File: src/rtl/fifo_ptr_pkg.sv
// rtl/fifo_ptr_pkg.sv - pointer width helper and Gray/binary conversions shared by both FIFO pointer controllers
package fifo_ptr_pkg;

    localparam int MAX_PTR_W = 32;

    function automatic int ptr_width(input int addr_width);
        return addr_width + 1;
    endfunction

    // Callers zero-extend narrower pointers and cast the result back, so one body serves every width up to MAX_PTR_W.
    function automatic logic [MAX_PTR_W-1:0] bin2gray(input logic [MAX_PTR_W-1:0] x);
        return x ^ (x >> 1);
    endfunction

    function automatic logic [MAX_PTR_W-1:0] gray2bin(input logic [MAX_PTR_W-1:0] g);
        logic [MAX_PTR_W-1:0] b;
        b[MAX_PTR_W-1] = g[MAX_PTR_W-1];
        for (int i = MAX_PTR_W - 2; i >= 0; i--) begin
            b[i] = b[i+1] ^ g[i];
        end
        return b;
    endfunction

endpackage

File: src/rtl/sync2.sv
// rtl/sync2.sv - two-flop synchronizer with asynchronous active-low reset to zero
module sync2 #(
    parameter int WIDTH = 1
) (
    input  logic             clk,
    input  logic             rst_n,
    input  logic [WIDTH-1:0] d,
    output logic [WIDTH-1:0] q
);

    logic [WIDTH-1:0] meta;

    always_ff @(posedge clk or negedge rst_n) begin
        if (!rst_n) begin
            meta <= '0;
            q    <= '0;
        end else begin
            meta <= d;
            q    <= meta;
        end
    end

endmodule

File: src/rtl/fifo_wptr_ctrl.sv
// rtl/fifo_wptr_ctrl.sv - write-domain pointer controller for a dual-clock FIFO
module fifo_wptr_ctrl
    import fifo_ptr_pkg::*;
#(
    parameter int ADDR_WIDTH   = 4,
    parameter int AFULL_THRESH = (1 << ADDR_WIDTH) - 2,
    localparam int P           = ptr_width(ADDR_WIDTH)
) (
    input  logic                  clk,
    input  logic                  rst_n,
    input  logic                  wr_req,
    input  logic [P-1:0]          rptr_gray_async,
    output logic                  wr_en,
    output logic [ADDR_WIDTH-1:0] wr_addr,
    output logic [P-1:0]          wptr_gray,
    output logic                  full,
    output logic                  almost_full,
    output logic [P-1:0]          wr_level,
    output logic                  overflow
);

    localparam logic [P-1:0] AFULL_LVL = P'(AFULL_THRESH);

    logic [P-1:0] wbin;
    logic [P-1:0] wbin_next;
    logic [P-1:0] gray_next;
    logic [P-1:0] rsync2;
    logic [P-1:0] rbin;
    logic [P-1:0] level_next;
    logic         full_next;

    sync2 #(.WIDTH(P)) u_rptr_sync (
        .clk   (clk),
        .rst_n (rst_n),
        .d     (rptr_gray_async),
        .q     (rsync2)
    );

    assign wr_en   = wr_req & ~full;
    assign wr_addr = wbin[ADDR_WIDTH-1:0];

    always_comb begin
        wbin_next  = wbin + P'(wr_en);
        gray_next  = P'(bin2gray(MAX_PTR_W'(wbin_next)));
        rbin       = P'(gray2bin(MAX_PTR_W'(rsync2)));
        level_next = wbin_next - rbin;
        // Full when the write pointer has lapped the read pointer: Gray form differs only in the top two bits.
        full_next  = (gray_next == {~rsync2[P-1:P-2], rsync2[P-3:0]});
    end

    always_ff @(posedge clk or negedge rst_n) begin
        if (!rst_n) begin
            wbin        <= '0;
            wptr_gray   <= '0;
            full        <= 1'b0;
            almost_full <= 1'b0;
            wr_level    <= '0;
            overflow    <= 1'b0;
        end else begin
            wbin        <= wbin_next;
            wptr_gray   <= gray_next;
            full        <= full_next;
            almost_full <= (level_next >= AFULL_LVL);
            wr_level    <= level_next;
            overflow    <= wr_req & full;
        end
    end

endmodule

File: config.mk
export PLATFORM = sky130hd
export DESIGN_NAME = fifo_wptr_ctrl
export DESIGN_NICKNAME = d
export VERILOG_FILES = /design/src/rtl/fifo_ptr_pkg.sv /design/src/rtl/sync2.sv /design/src/rtl/fifo_wptr_ctrl.sv
export SDC_FILE = /design/constraint.sdc
export NUM_CORES = 1
export LEC_CHECK = 0
export ABC_AREA = 0
export CAP_MARGIN = 5
export CORE_UTILIZATION = 40
export CTS_BUF_LIST = sky130_fd_sc_hd__clkbuf_8
export CTS_CLUSTER_DIAMETER = 50
export DETAILED_ROUTE_END_ITERATION = 12
export DONT_BUFFER_PORTS = 1
export PLACE_DENSITY = 0.56
export REMOVE_ABC_BUFFERS = 1
export SLEW_MARGIN = 25
export SYNTH_ARGS = -nofsm -noshare
export SYNTH_HDL_FRONTEND = slang
export SYNTH_SLANG_ARGS = --single-unit
File: constraint.sdc
create_clock -name clk -period 2.62 [get_ports clk]
set_clock_uncertainty 0.05 [all_clocks]
set_input_delay 0.131 -clock clk [delete_from_list [all_inputs] [get_ports clk]]
set_output_delay 0.131 -clock clk [all_outputs]
set_load 0.01 [all_outputs]
==> results of run 1 <==
area by class of cell:
type | instances | area [um^2]
fill | 256 | 1333
sequential | 27 | 675.6
multi-input combinational | 54 | 513.0
timing repair buffer | 19 | 172.7
clock buffer | 3 | 41.29
tap | 31 | 38.79
inverter | 7 | 26.28
clock inverter | 1 | 5.005
routing by layer:
metal  up-vias  global-route usage, %  wire length, um
li1        336                      -                -
met2        20                  22.35              925
met5         -                      0                0
met3         2                  3.628              103
met4         0                  5.226               17
met1       324                  15.24              834
what timing repair did:
action,in CTS,in global routing
endpoints found under the hold margin,33,0
endpoints found under the setup margin,1,2
pin swaps,2,3
resized for setup,0,4
buffers inserted,2,2
hold buffers,8,0
report_power, final:
group | internal (mW) | total, mW | switching, mW | leakage, nW
sequential | 0.570 | 0.751 | 0.182 | 0.320
combinational | 0.495 | 0.927 | 0.431 | 0.329
clock | 0.106 | 0.231 | 0.125 | 0.0255
total | 1.17 | 1.91 | 0.738 | 0.675
worst max-delay path: cells and delay by family, from the launching register on:
family | cells | cell delay [ps]
adder cells (fa/ha/maj) | 2 | 560
XOR/XNOR | 4 | 710
AO/OA/AOI/OAI | 2 | 280
AND/OR/NAND/NOR | 2 | 290
flip-flops | 1 | 420
worst max-delay path by stage:
stage                          startpoint                    end  slack (ps)  depth (start not counted)
5_1_grt        u_rptr_sync.q[4]$_DFF_PN0_  almost_full$_DFF_PN0_           8                         10
6_report       u_rptr_sync.q[4]$_DFF_PN0_  almost_full$_DFF_PN0_         170                         10
3_3_place_gp   u_rptr_sync.q[3]$_DFF_PN0_  almost_full$_DFF_PN0_         100                         10
4_1_cts        u_rptr_sync.q[3]$_DFF_PN0_  almost_full$_DFF_PN0_          10                         10
2_1_floorplan              full$_DFF_PN0_  almost_full$_DFF_PN0_         110                          9
3_5_place_dp   u_rptr_sync.q[4]$_DFF_PN0_  almost_full$_DFF_PN0_          30                         10
layout by cell type (no fill, tap or decap), types with 3 or more instances in the layout:
cell            n
xnor2_1        13
ha_1            6
clkbuf_8        3
nand2_1         3
dlygate4sd3_1   7
xor2_1          3
dfrtp_1        27
inv_1           7
buf_4          11
flip-flops by register name, summed over array words and instances (netlist names):
register / cells
u_rptr_sync.meta: 5
u_rptr_sync.q: 5
wbin: 5
wr_level: 5
wptr_gray: 4
almost_full: 1
full: 1
overflow: 1
cells by family (layout without fill, tap and decap cells):
group,Yosys count,in the layout
simple gates,17,17
xor+xnor,21,21
flops,27,27
fa+ha+maj,7,7
buf+inv,9,30
compound gates,9,9
per-stage QoR:
stage | hold WS, ps | total power [mW] | utilization, % | cells
2_1_floorplan | -214.6 | 1.427 | - | 88
3_3_place_gp | -214.1 | 1.657 | 46.12 | 126
6_report | 227.3 | 1.909 | 52.50 | 142
3_5_place_dp | -214.0 | 1.662 | 46.12 | 126
5_1_grt | 244.4 | 2.085 | 52.50 | 142
4_1_cts | 235.9 | 1.935 | 51.52 | 140
==> results.yml, run 1 <==
synthesis:
  synth.area.mux_share_pct: 0
  synth-edff-count: 0
  post-synth-top-count-cell: "dfrtp_1"
  synth_area_leaders: "dfrtp_1 56%, xnor2_1 9.4%, ha_1 6.2%"
  synth_common_cells: "27 x dfrtp_1, 13 x xnor2_1, 7 x inv_1"
  syn_inst: 90
  synth_xor_area_share_pct: 18.78
  yosys.area_share.simple_pct: 9.082
  yosys_most_used_dff: "dfrtp_1"
  yosysWarnings: 0
  synth_cell_types: 31
  syn_area_um2: 1212
  synth_top_family_by_area: "XOR/XNOR gates"
  synth_fa_ha_area_share_pct: 7.843
  async_reset_ff_share_pct: 100.0
  avgSynthCellArea_um2: 13.47
  seq_area_frac_synth_pct: 55.73
  synth_compound_area_share_pct: 5.573
  synth_top_area_cell: "dfrtp_1"
  ys_seq_elements: 27
  synth.top_cell.area_share_pct: 55.73
sta:
  hold_viol: 0
  slew_viol_final: 0
  min_period_over_period_pct: 93.53
  setup_viol: 0
  fmaxAchievable_ghz: 0.4081
  tightestPinTransition_ps: 360.9
  relSlewSlack_pct: 75.94
  setup_ws_ps: 169.4
  rsz0062_at_grt: "false"
  period_needed_ps: 2451
  final.setup.tns_ps: 0
die:
  start_util_pct: 43.22
  die_w_um: 57.06
  die_y_um: 57.06
  rows: 19
  placeableCoreArea_um2: 2805
  dieArea_um2: 3255
  io_pins: 26
setup_path:
  r2r_start: "u_rptr_sync.q[4]$_DFF_PN0_"
  cp.arrival_ps: 2530
  critPathMostFrequentCell: "xor2_2"
  cp-end-kind: "flip-flop"
  cp_cell_sequence: "xnor2_2 -> xor2_2 -> xor2_2 -> xnor2_1 -> ha_1 -> fa_2 -> nand2b_1 -> a21boi_1 -> or3_1 -> o311ai_0"
  worstPathMaxFanout: 2
  critPathSlowestCell: "dfrtp_1"
  r2r_slack_ps: 170
  max_stage_delay_ps: 420
  crit_type: "reg2reg"
  startpoint_type: "flip-flop"
  rr_worst_depth: 10
  critical_path_required_ps: 2700
  reg2reg_to: "almost_full$_DFF_PN0_"
detailed_routing:
  drcViolationCount: 6
  via_per_inst: 4.803
  vias: 682
  ant_nets: 0
  drt_first_pass_iters: 7
  drt_iter0_drc: 15
  wl_per_cell_um: 13.24
  wl_um: 1880
layout:
  final_area_um2: 1473
  nets: 127
  syn_to_final_growth_pct: 21.47
  drive_gt1_share_pct: 21.62
  n_antenna_cell: 0
placed_design:
  post-dp-hpwl_um: 1354
  gp_congestion: 0.7291
  dp_worst_setup_slack_ps: 26.69
  placed_cell_area_um2: 1294
  port_buffers: 0
power_and_ir_drop:
  max-vdd-ir-drop_mv: 0.4607
  p_leak_nw: 0.6746
  powerDensity_nw_per_um2: 1296
global_routing:
  grt_start_max_net_pins: 28
  grt_pass1_vias: 702
  antenna_found_initial: 0
  grt_first_pass_wirelength_um: 3125
  grt_overflow: 0
  grtUsageTotal_pct: 12.95
clock_tree:
  clk_latency_ps: 270
  clk_pin_slew_ps: 90
  cts.sinks: 27
  cts_made_buffers: 3
  cts_tree: "done"
  cts_buffer_depth: 2
  htreeDepth: 1
  root_buffer: "clkbuf_8"
min_path:
  hold_path_class: "in2reg"
  hold_end: "wbin[0]$_DFF_PN0_"
  holdCritStartpoint: "wr_req"
  min_path_cells: 2
job:
  maxCapViolations: 0
run_status:
  violations: "DRC"
  status: "complete, but fails checks"
No activity file was read; power rests on OpenSTA's default activity.
==> inputs of run 2 (changes only) <==
CORE_UTILIZATION = 35   (was 40)
PLACE_DENSITY = 0.51   (was 0.56)
==> run 2 against run 1 <==
Compared with the run above:
- the run now ends clean
- power increased by 0.94%
- critical endpoint unchanged
- combinational power increased by 2%
- via count decreased by 2.5%
- cell count increased by 9.9%
- count of clock-buffer cells in the layout unchanged
- sequential power about the same
- flip-flop and latch count unchanged
- clock power about the same
- critical path depth unchanged
- critical path type unchanged
==> results.yml, run 2 (same netlist as run 1, synthesis figures left out) <==
run_status:
  status: "complete, no violations"
detailed_routing:
  ant_nets: 0
  drt_iter0_drc: 14
  drt_first_pass_iters: 3
  via_per_inst: 4.263
  drcViolationCount: 0
  wl_per_cell_um: 11.47
  vias: 665
  wl_um: 1790
sta:
  rsz0062_at_grt: "false"
  fmaxAchievable_ghz: 0.4199
  whs_ps: 238.5
  final.setup.tns_ps: 0
  setup_viol: 0
  min_period_over_period_pct: 90.90
  tightestPinTransition_ps: 341.1
  relSlewSlack_pct: 77.26
  setup_ws_ps: 238.4
  hold_viol: 0
  slew_viol_final: 0
  period_needed_ps: 2382
layout:
  layout_commonest_cell: "dfrtp_1"
  syn_to_final_growth_pct: 23.12
  layout_common_cells: "27 x dfrtp_1, 13 x xnor2_1, 10 x buf_4"
  drive_gt1_share_pct: 22.73
  n_antenna_cell: 0
  nets: 126
  instances_no_fill: 156
setup_path:
  critical_path_required_ps: 2710
  crit_type: "reg2reg"
  startpoint_type: "flip-flop"
  cp-end-kind: "flip-flop"
  cp.arrival_ps: 2470
  worstPathMaxFanout: 2
placed_design:
  port_buffers: 0
  dp_worst_setup_slack_ps: 25.51
  placedCellCount: 141
  gp_congestion: 0.7633
  post-dp-hpwl_um: 1379
global_routing:
  grt_start_max_net_pins: 28
  grtUsageTotal_pct: 12.26
  grt_first_pass_wirelength_um: 3249
  antenna_found_initial: 0
  grt_overflow: 0
  grt_pass1_vias: 705
clock_tree:
  htreeDepth: 1
  root_buffer: "clkbuf_8"
  cts_tree: "done"
  cts.sinks: 27
  clk_pin_slew_ps: 90
  clk_latency_ps: 270
  cts_buffer_depth: 2
  cts_made_buffers: 3
power_and_ir_drop:
  powerDensity_nw_per_um2: 1291
  p_leak_nw: 0.6654
  max-vdd-ir-drop_mv: 0.2925
  finalPower_mw: 1.927
die:
  placeableCoreArea_um2: 3337
  die_w_um: 60.86
  dieArea_um2: 3703
  rows: 21
  io_pins: 26
  die_y_um: 60.86
  start_util_pct: 36.33
job:
  maxCapViolations: 0
min_path:
  hold_path_class: "in2async"
[run 2: per-stage QoR]
step	utilization (%)	area (um^2)
finish	44.73	1493
global route	44.73	1493
CTS	44.17	1474
detailed placement	39.33	1313
global placement	39.33	1313
floorplan	-	1202
[run 2: worst paths after layout]
check,to,startpoint,slack (ps),cells past startpoint
worst max-delay path,almost_full$_DFF_PN0_,u_rptr_sync.q[4]$_DFF_PN0_,240,10
worst min-delay path,wbin[0]$_DFF_PN0_,rst_n,240,2
worst max register to register,almost_full$_DFF_PN0_,u_rptr_sync.q[4]$_DFF_PN0_,240,10
worst min register to register,u_rptr_sync.q[4]$_DFF_PN0_,u_rptr_sync.meta[4]$_DFF_PN0_,300,0
max in group asynchronous,wr_level[4]$_DFF_PN0_,rst_n,2130,2
min in group clk,wbin[0]$_DFF_PN0_,wr_req,240,2
[run 2: power breakdown]
group / switching, mW / total [mW] / internal [mW]
Sequential: 0.182 / 0.752 / 0.570
Clock: 0.126 / 0.233 / 0.108
Combinational: 0.436 / 0.942 / 0.506
Total: 0.743 / 1.93 / 1.18
[run 2: metal layers]
layer / global-route usage [%] / up-vias / share of wire [%] / wire [um]
met4: 6.818 / 0 / 2.1 / 38
li1: - / 331 / - / -
met3: 3.198 / 4 / 5.6 / 100
met1: 15.18 / 311 / 46 / 822
met5: 0 / - / 0 / 0
met2: 19.47 / 19 / 46 / 829
[run 2: area by class of cell]
cell class | count | area (um^2)
fillers | 315 | 1844
flip-flops and latches | 27 | 675.6
multi-input cells | 54 | 519.2
repair buffers | 18 | 165.2
well taps | 46 | 57.56
clock buffers | 3 | 41.29
inverters | 7 | 26.28
clock inverters | 1 | 7.507
[run 2: critical path: stages (launching register included)]
cell,delay [ps]
dfrtp_1,420
xnor2_2,230
xor2_2,210
xor2_2,190
xnor2_1,90
ha_2,180
fa_2,340
nand2b_1,170
a21boi_2,140
or3_1,120
o311ai_1,90
[run 2: timing repair]
| item | in CTS | in global routing |
|---|---|---|
| endpoints found under the hold margin | 33 | 0 |
| setup endpoints to repair | 1 | 2 |
| pin swaps | 3 | 3 |
| hold buffers | 8 | 0 |
| resized for setup | 1 | 6 |
| buffers inserted | 3 | 0 |
==> inputs of run 3 (changes only) <==
CTS_BUF_LIST = default   (was sky130_fd_sc_hd__clkbuf_8)
RECOVER_POWER = 100   (was default)
==> run 3 against run 2 <==
Compared with the run above:
- cell count fell by 0.64%
- count of clock-buffer cells in the layout did not move
- final area fell by 4.5%
- first-iteration DRC count rose by 57%
- critical path type unchanged
- register-to-register slack got worse by 50 ps
- critical path depth did not move
==> results.yml, run 3 (same netlist as run 1, synthesis figures left out) <==
setup_path:
  critPathSlowestCell: "dfrtp_1"
  critPathMostFrequentCell: "xor2_2"
  cp-end-kind: "flip-flop"
  worstPathMaxFanout: 2
  critical_path_required_ps: 2770
  cp.arrival_ps: 2580
  startpoint_type: "flip-flop"
  max_stage_delay_ps: 440
  r2r_slack_ps: 190
  crit_type: "reg2reg"
  cp_cell_sequence: "xnor2_2 -> xor2_2 -> xor2_2 -> xnor2_1 -> ha_2 -> fa_2 -> nand2b_1 -> a21boi_2 -> or3_1 -> o311ai_1"
layout:
  fin_util_pct: 42.71
  syn_to_final_growth_pct: 17.54
  layout_commonest_cell: "dfrtp_1"
  drive_gt1_share_pct: 15.60
  fillers: 326
  layout_common_cells: "27 x dfrtp_1, 13 x xnor2_1, 7 x inv_1, 7 x dlygate4sd3_1, 6 x clkbuf_1"
  nets: 125
  n_antenna_cell: 0
global_routing:
  grt_overflow: 0
  grt_first_pass_wirelength_um: 3222
  antenna_found_initial: 0
  grt_start_max_net_pins: 28
  grt_pass1_vias: 690
  grtUsageTotal_pct: 12.39
power_and_ir_drop:
  p_switching_mw: 0.7291
  max-vdd-ir-drop_mv: 0.2865
  clock_power_share_pct: 9.9
  comb_power_share_pct: 48.7
  seq_power_share_pct: 41.3
  p_leak_nw: 0.6247
  swShare_pct: 40.15
  powerDensity_nw_per_um2: 1274
  p_int_mw: 1.087
clock_tree:
  cts_made_buffers: 3
  clk_latency_ps: 330
  cts_tree: "done"
  cts_buffer_depth: 2
  cts.sinks: 27
  clk_pin_slew_ps: 150
  htreeDepth: 1
  root_buffer: "clkbuf_4"
die:
  start_util_pct: 36.33
  dieArea_um2: 3703
  io_pins: 26
  rows: 21
  die_w_um: 60.86
  die_y_um: 60.86
  placeableCoreArea_um2: 3337
detailed_routing:
  ant_nets: 0
  drcViolationCount: 0
  via_per_inst: 4.271
  drt_iter0_drc: 22
  wl_um: 1830
  drt_first_pass_iters: 2
  wl_per_cell_um: 11.81
  vias: 662
run_status:
  status: "complete, no violations"
placed_design:
  post-dp-hpwl_um: 1379
  port_buffers: 0
  gp_congestion: 0.7633
sta:
  slew_viol_final: 0
  rsz0062_at_grt: "false"
  relSlewSlack_pct: 8.671
  min_period_over_period_pct: 92.76
  final.setup.tns_ps: 0
  setup_viol: 0
  hold_viol: 0
  tightestPinTransition_ps: 1370
  whs_ps: 185.5
  period_needed_ps: 2430
  fmaxAchievable_ghz: 0.4115
min_path:
  hold_path_class: "in2reg"
job:
  maxCapViolations: 0
## run 3: layer usage
layer	wire length [um]	global-route usage, %
met1	829	15.05
met2	833	19.62
met3	116	3.198
met4	51	7.792
met5	0	0
## run 3: worst paths after layout
| path | depth (start not counted) | startpoint | end |
|---|---|---|---|
| worst max-delay path | 10 | u_rptr_sync.q[4]$_DFF_PN0_ | almost_full$_DFF_PN0_ |
| worst min-delay path | 2 | wr_req | wbin[0]$_DFF_PN0_ |
| worst max register to register | 10 | u_rptr_sync.q[4]$_DFF_PN0_ | almost_full$_DFF_PN0_ |
| worst min register to register | 0 | u_rptr_sync.meta[4]$_DFF_PN0_ | u_rptr_sync.q[4]$_DFF_PN0_ |
| max in group asynchronous | 2 | rst_n | wbin[3]$_DFF_PN0_ |
| min in group asynchronous | 2 | rst_n | wbin[0]$_DFF_PN0_ |
## run 3: through the flow
step | total power [mW] | area [um^2] | cells | setup slack (ps)
2_1_floorplan | 1.427 | 1202 | 88 | 113.2
3_3_place_gp | 1.659 | 1313 | 141 | 52.33
3_5_place_dp | 1.671 | 1313 | 141 | 25.51
4_1_cts | 1.884 | 1448 | 155 | 29.16
5_1_grt | 2.009 | 1425 | 155 | 5.868
6_report | 1.816 | 1425 | 155 | 189.7
## run 3: repair_timing
item,in CTS,in global routing
gates resized for setup,1,6
endpoints found under the setup margin,1,2
pin swaps,2,3
hold buffers,8,0
endpoints found under the hold margin,33,0
buffers inserted,2,0
gates cloned,0,0
## run 3: final cells by class
cell class                 instances  area (um^2)  share of cell area, %
sequential                        27        675.6                  47.41
multi-input combinational         54        513.0                  36.00
timing repair buffer              17        122.6                  8.604
tap                               46        57.56                  4.039
inverter                           7        26.28                  1.844
clock buffer                       3        22.52                  1.580
clock inverter                     1        7.507                 0.5268
## run 3: worst max-delay path: cells and delay by family, from the launching register on
family                     cells  cell delay (ps)
and+or+nand+nor                2              300
xor gates and xnor gates       4              750
DFF                            1              440
adders and majority gates      2              520
AOI/OAI and AO/OA              2              240
## run 3: power by group through the flow
| stage | registers, mW | logic (mW) | clock network [mW] |
|---|---|---|---|
| 6_report | 0.751 | 0.885 | 0.181 |
| 5_1_grt | 0.778 | 1.02 | 0.207 |
| 4_1_cts | 0.755 | 0.936 | 0.193 |
| 3_5_place_dp | 0.765 | 0.906 | 0 |
| 3_3_place_gp | 0.763 | 0.897 | 0 |
| 2_1_floorplan | 0.733 | 0.694 | 0 |
